--- src/rtl/serial_adder.sv ---
// Bit-serial two's-complement adder: parallel operands in, LSB-first add, parallel sum out.
// Define SERIAL_ADD_OVF_EN to add the registered signed-overflow output ovf_o.
module serial_adder #(
    parameter int unsigned WIDTH = 8
) (
    input  logic             clk_i,
    input  logic             rst_ni,
    input  logic             in_valid_i,
    output logic             in_ready_o,
    input  logic [WIDTH-1:0] a_i,
    input  logic [WIDTH-1:0] b_i,
    input  logic             cin_i,
    output logic             out_valid_o,
    input  logic             out_ready_i,
    output logic [WIDTH-1:0] sum_o,
    output logic             cout_o
`ifdef SERIAL_ADD_OVF_EN
    ,
    output logic             ovf_o
`endif
);

    localparam int unsigned CW = $clog2(WIDTH + 1);
    localparam logic [CW-1:0] LAST = CW'(WIDTH - 1);

    typedef enum logic [1:0] {IDLE, RUN, DONE} state_t;

    state_t           state, state_next;
    logic [WIDTH-1:0] a_sh, b_sh, sum_sh, sum_next;
    logic             carry, carry_next, bit_s;
    logic [CW-1:0]    cnt;
    logic             accept, last;

    always_ff @(posedge clk_i or negedge rst_ni) begin
        if (!rst_ni) state <= IDLE;
        else         state <= state_next;
    end

    always_comb begin
        state_next = state;
        case (state)
            IDLE:    if (in_valid_i)  state_next = RUN;
            RUN:     if (cnt == LAST) state_next = DONE;
            DONE:    if (out_ready_i) state_next = IDLE;
            default:                  state_next = IDLE;
        endcase
    end

    always_comb begin
        in_ready_o  = (state == IDLE);
        out_valid_o = (state == DONE);
    end

    // Full-adder cell; the new sum bit enters at the MSB so WIDTH shifts leave it LSB-aligned.
    always_comb begin
        bit_s      = a_sh[0] ^ b_sh[0] ^ carry;
        carry_next = (a_sh[0] & b_sh[0]) | (a_sh[0] & carry) | (b_sh[0] & carry);
        sum_next   = sum_sh >> 1;
        sum_next[WIDTH-1] = bit_s;
    end

    assign accept = in_valid_i & in_ready_o;
    assign last   = (state == RUN) && (cnt == LAST);

    always_ff @(posedge clk_i or negedge rst_ni) begin
        if (!rst_ni) begin
            a_sh   <= '0;
            b_sh   <= '0;
            sum_sh <= '0;
            carry  <= 1'b0;
            cnt    <= '0;
            sum_o  <= '0;
            cout_o <= 1'b0;
`ifdef SERIAL_ADD_OVF_EN
            ovf_o  <= 1'b0;
`endif
        end else if (accept) begin
            a_sh   <= a_i;
            b_sh   <= b_i;
            sum_sh <= '0;
            carry  <= cin_i;
            cnt    <= '0;
        end else if (state == RUN) begin
            a_sh   <= a_sh >> 1;
            b_sh   <= b_sh >> 1;
            sum_sh <= sum_next;
            carry  <= carry_next;
            cnt    <= cnt + CW'(1);
            // Outputs update only on the final bit so they hold steady outside DONE.
            if (last) begin
                sum_o  <= sum_next;
                cout_o <= carry_next;
`ifdef SERIAL_ADD_OVF_EN
                ovf_o  <= carry ^ carry_next;
`endif
            end
        end
    end

endmodule
--- config.mk ---
export PLATFORM = sky130hd
export DESIGN_NAME = serial_adder
export DESIGN_NICKNAME = d
export VERILOG_FILES = /design/src/rtl/serial_adder.sv
export SDC_FILE = /design/constraint.sdc
export NUM_CORES = 1
export LEC_CHECK = 0
export CORE_UTILIZATION = 32
export CTS_BUF_LIST = sky130_fd_sc_hd__clkbuf_4 sky130_fd_sc_hd__clkbuf_8
export DETAILED_ROUTE_END_ITERATION = 12
export PLACE_DENSITY = 0.57
export SETUP_SLACK_MARGIN = 0.02
export SYNTH_ARGS = -nofsm -noshare
export SYNTH_HDL_FRONTEND = slang
export SYNTH_SLANG_ARGS = --single-unit
--- constraint.sdc ---
create_clock -name clk_i -period 1.65 [get_ports clk_i]
set_input_delay 0.4125 -clock clk_i [delete_from_list [all_inputs] [get_ports clk_i]]
set_output_delay 0.4125 -clock clk_i [all_outputs]
set_load 0.05 [all_outputs]
# ---- Word-level counts from Yosys, hierarchy flattened
# Index checks and enable logic that the tools add are counted.
dict set report classes {
  order_cmp 0
  bitwise 9
  shifts 0
  mux 14
  multipliers 0
  add_sub_neg 1
  n_reduce_logical 5
  div_mod_pow 0
  eq_ne 6
}
# cell n
set op_table {}
lappend op_table {{two-way mux 8 bit} 6}
lappend op_table {{two-way mux 4 bit} 2}
lappend op_table {{two-way mux 2 bit} 3}
lappend op_table {{case mux 2 bit (3 select lines)} 1}
lappend op_table {{AND reduction 3 bit} 2}
lappend op_table {{adder 4 x 1 -> 4 bit (second input constant)} 1}
lappend op_table {{AND 1 bit} 4}
lappend op_table {{equality test 4 x 3 -> 1 bit (second input constant)} 1}
lappend op_table {{inequality test 2 x 1 -> 1 bit (second input constant)} 2}
lappend op_table {{equality test 2 x 1 -> 1 bit (second input constant)} 1}
lappend op_table {{equality test 2 bit (second input constant)} 1}
lappend op_table {{zero test 2 bit} 1}
lappend op_table {{two-way mux 1 bit} 2}
lappend op_table {{inequality test 2 bit (second input constant)} 1}
lappend op_table {{OR 1 bit} 2}
lappend op_table {{nonzero test 2 bit} 1}
lappend op_table {{XOR 1 bit} 2}
lappend op_table {{logical AND 1 bit} 1}
lappend op_table {{inverter 1 bit} 1}
dict set report word_totals {
  output_inout_bits 11
  latchBits 0
  ramBits 0
  ff_bits 40
  rom_bits 0
  input_bits 21
  mem_count 0
}

# ---- Logic depth before layout (Yosys ltp)
dict set report depth {
  depth_word 5
  depth_mapped 5
}

# ---- Worst setup path after synthesis
# No wires, ideal clock.
dict set report synth_timing {
  path_type {register to output}
  startpoint {register state[1]}
  endpoint {output port out_valid_o}
  slack_ns 0.038
  n_path_buf 0
  path_stages_with_launch 2
  t_arrival_ns 1.200
  cell_sequence {dfrtp_1 nor2b_1}
}
dict set report synth_via {
  elab_chain_len 1
}
# element line_no
set synth_rtl {}
lappend synth_rtl {{from (decl)} 28} ;# state_t state, state_next;
lappend synth_rtl {{from (signal assigned)} 36} ;# else state <= state_next;
lappend synth_rtl {{equality test 2 bit} 51} ;# out_valid_o = (state == DONE);
lappend synth_rtl {{to (decl)} 13} ;# output logic out_valid_o,
# No other way between the ends.

# ---- Worst setup path after layout
dict set report layout_timing {
  startpoint {register state[0]}
  endpoint {output port in_ready_o}
}
dict set report layout_via {
  elab_chain_len 1
}
# element line_no
set layout_rtl {}
lappend layout_rtl {{zero test 2 bit} 50} ;# in_ready_o = (state == IDLE);
lappend layout_rtl {{to (decl)} 9} ;# output logic in_ready_o,
# No other way between the ends.

==> impl_summary.md <==
Timing
The highest attainable clock frequency is 645 MHz. The total count of hold-check failures in the final report is 0. The transition time at the pin with the least slew margin is ~0.49 ns. Of the available clock period, the critical path in the final layout requires a little over nine tenths. The final critical path time including I/O delays and setup is roughly 1.6 ns. The final max-slew violation count is 0.

Headroom to the max-slew limit came out at 67.0%. Setup repair after global routing left no endpoint under its margin. The maximum clock skew at final layout is between 0.009 and 0.01 ns. The number of setup violations in the final report is 0.

Logic synthesis
After synthesis, the largest area contributor takes up between 50% and 60% of total cell area. The register bit count reported by yosys is 39. The mean post-synth cell area is approximately 11 um2. Ranked by total cell area, the synthesized netlist is headed by sky130_fd_sc_hd__dfrtp_1 (58%), sky130_fd_sc_hd__nand2_1 (11%), sky130_fd_sc_hd__mux2_4 (8.0%), sky130_fd_sc_hd__a22oi_1 (6.6%), sky130_fd_sc_hd__o21ai_0 (3.5%). sky130_fd_sc_hd__nand2_1 is the most common cell in the netlist. The post-synthesis net count is around 180. The number of different library cells used by synthesis comes to 25.

The mapped netlist covers between 1500 and 2000 um2. The number of warnings reported in the yosys synthesis log is 0. Counting instances in the post-synthesis netlist gives the leading cell types as sky130_fd_sc_hd__nand2_1 (51), sky130_fd_sc_hd__dfrtp_1 (39), sky130_fd_sc_hd__a22oi_1 (15). The largest total area in the synthesized netlist belongs to sky130_fd_sc_hd__dfrtp_1. The synthesized instance count is about 150. The count of flip-flops with a built-in enable after synthesis is 0. Sequential cells were found to cover about 58% of the synthesized design area. The proportion of synthesized flip-flops having asynchronous set or reset is 100%.

The dominant register cell in the synthesized netlist is sky130_fd_sc_hd__dfrtp_1.

CTS
In this run the clock root is driven by a sky130_fd_sc_hd__clkbuf_8. In this run the number of H-tree levels came out at 2. The clock reaches the later pin of the worst-skew pair after slightly below 0.3 ns. The maximum root-to-sink buffer count is 2. Gates resized during post-CTS repair numbered 1.

The number of hold buffers added after CTS was 0. The CTS tree is done. The clock slew seen by the registers of the worst setup and hold paths is ~0.080 ns. The tree built by TritonCTS fans out to 39 sinks. The number of setup buffers added after CTS is 0. The number of clock buffers inserted by TritonCTS is 5.

Global route
The combined global-route utilization of all metal layers is a little over an eighth. The via count of the first global-routing pass is 1197. After global routing the overflow that remains totals 0. Entering global routing, the biggest net connects 40 pins. The initial antenna violation count is 0.

The first-pass GRT wire length is 5410 um.

Floorplanning
The die covers 5590 um2. The boundary pin count is 32. The total area inside the core boundary comes to 5110 um2. The initial core utilization is 33.2%. The width of the die is between 70 and 80 um. The standard-cell row count is 26. The die is 74.8 um tall.

Power
The power density normalized to cell area is about 1900 nW/um2. The leakage power is 0.00108 uW. The total design power is roughly 4500 uW. The worst-case IR drop observed on VDD is between 700 and 800 uV.

Layout
Summing all multi-input logic gate instances after layout gives between 600 and 700 um2. After the last flow step, the layout net total stands at roughly 210. In the final layout, flip-flops and latches occupy 977 um2. The growth of design area from synthesis to finish is 37.3%. The end-of-flow core utilization is between 40% and 50%.

The share of layout cells above drive strength 1 is a little over a fifth. The number of diodes is 0. The number of fill cells is roughly 470.

Worst setup path
The worst setup path is captured at a primary output. The worst setup path is launched from a flop. The maximum fanout along the worst path is 7. The kind of critical path is reg -> out. The data arrival at the endpoint of the critical path is between 1 and 1.5 ns.

The worst path required time is 1.24 ns.

Place
The global placer's final weighted congestion is a little over 0.7. After legalization and detailed placement, the total HPWL measured approximately 2200 um. The count of buffers added on input and output ports is 31.

Route
The post-detailed-route wirelength per cell is 12.6 um. The final wirelength is roughly 3300 um. Detailed routing inserted a total of roughly 1200 vias. The first routing iteration left between 60 and 70 violations. For this run, design rule violations remaining after detail routing come to 0. The number of iterations in the first detailed-routing pass is 4. Once detail routing completed, the nets flagged for antenna violations numbered 0. The vias per cell is 4.67.

Run status
The flow ran to the end, and the final reports show no timing, DRC or antenna violations.

Run
The count of maximum capacitance violations is 0.

Hold path
The kind of path behind the tightest hold check is in -> async.
registers in the layout, summed over array words and instances (netlist names):
name / count
a_sh: 8
sum_sh: 7
state: 2
b_sh: 8
cout_o: 1
carry: 1
sum_o: 8
cnt: 4
per-layer routing:
metal / share of wire (%) / track usage (%) / vias to the layer above
li1: - / - / 585
met1: 48 / 16.3 / 578
met2: 46 / 21.9 / 41
met3: 4.7 / 3.21 / 6
met4: 1.5 / 5.03 / 0
met5: 0 / 0 / -
through the flow:
step / setup WS, ns / setup TNS, ns / hold slack [ns] / instance area, um2 / instances
floorplan: 0.0375 / 0 / 0.117 / 1700 / 154
global placement: 0.0171 / 0 / 0.460 / 2190 / 251
detailed placement: -0.0270 / -0.0282 / 0.464 / 2190 / 251
CTS: 0.0439 / 0 / 0.179 / 2330 / 259
global route: 0.0418 / 0 / 0.203 / 2330 / 259
finish: 0.0993 / 0 / 0.166 / 2330 / 259
area by class of cell:
class | count | share of cell area, %
Tap cell | 70 | 3.76
Timing Repair Buffer | 36 | 20.0
Clock buffer | 5 | 2.96
Inverter | 1 | 0.161
Multi-Input combinational cell | 105 | 28.3
Sequential cell | 39 | 42.0
Clock inverter | 3 | 2.90
final timing paths:
check                      startpoint          to  slack, ns  cells after the start
setup reg to reg               cnt[0]    sum_o[3]       0.16                      4
setup / recovery             state[0]  in_ready_o        0.1                      2
max in group asynchronous      rst_ni    state[1]       1.12                      2
min in group clk_i            b_sh[3]     b_sh[3]       0.48                      2
hold reg to reg               b_sh[3]     b_sh[3]       0.48                      2
hold / removal                 rst_ni    sum_o[4]       0.17                      2
layout by cell type, fill, tap and decap left out, types with 2 or more instances in the layout:
master / n
sky130_fd_sc_hd__a22oi_1: 15
sky130_fd_sc_hd__buf_12: 12
sky130_fd_sc_hd__buf_4: 4
sky130_fd_sc_hd__bufinv_16: 2
sky130_fd_sc_hd__clkbuf_8: 5
sky130_fd_sc_hd__clkdlybuf4s50_1: 19
sky130_fd_sc_hd__dfrtp_1: 38
sky130_fd_sc_hd__mux2_4: 9
sky130_fd_sc_hd__nand2_1: 51
sky130_fd_sc_hd__nand2b_1: 2
sky130_fd_sc_hd__nand3b_1: 2
sky130_fd_sc_hd__o21ai_0: 12
power by group:
part	switching (uW)	total (uW)	internal [uW]
logic	943	1860	916
clock network	340	943	603
registers	327	1670	1350
total	1610	4470	2860
logic make-up (layout without fill, tap and decap cells):
kind of cell,Yosys count,in the layout,synth area share [%]
muxes,10,10,8.56
buffers and inverters,10,45,4.06
DFF,39,39,57.6
and+or+nand+nor,63,63,16.5
adders and majority gates,2,2,1.92
AOI/OAI and AO/OA,30,30,11.4
worst max-delay path, stage by stage (launching register included):
cell and delay [ns]:
sky130_fd_sc_hd__dfrtp_1 0.46, sky130_fd_sc_hd__nor2_1 0.22, sky130_fd_sc_hd__buf_12 0.17
Note: power is estimated with default switching activity, not from simulation.
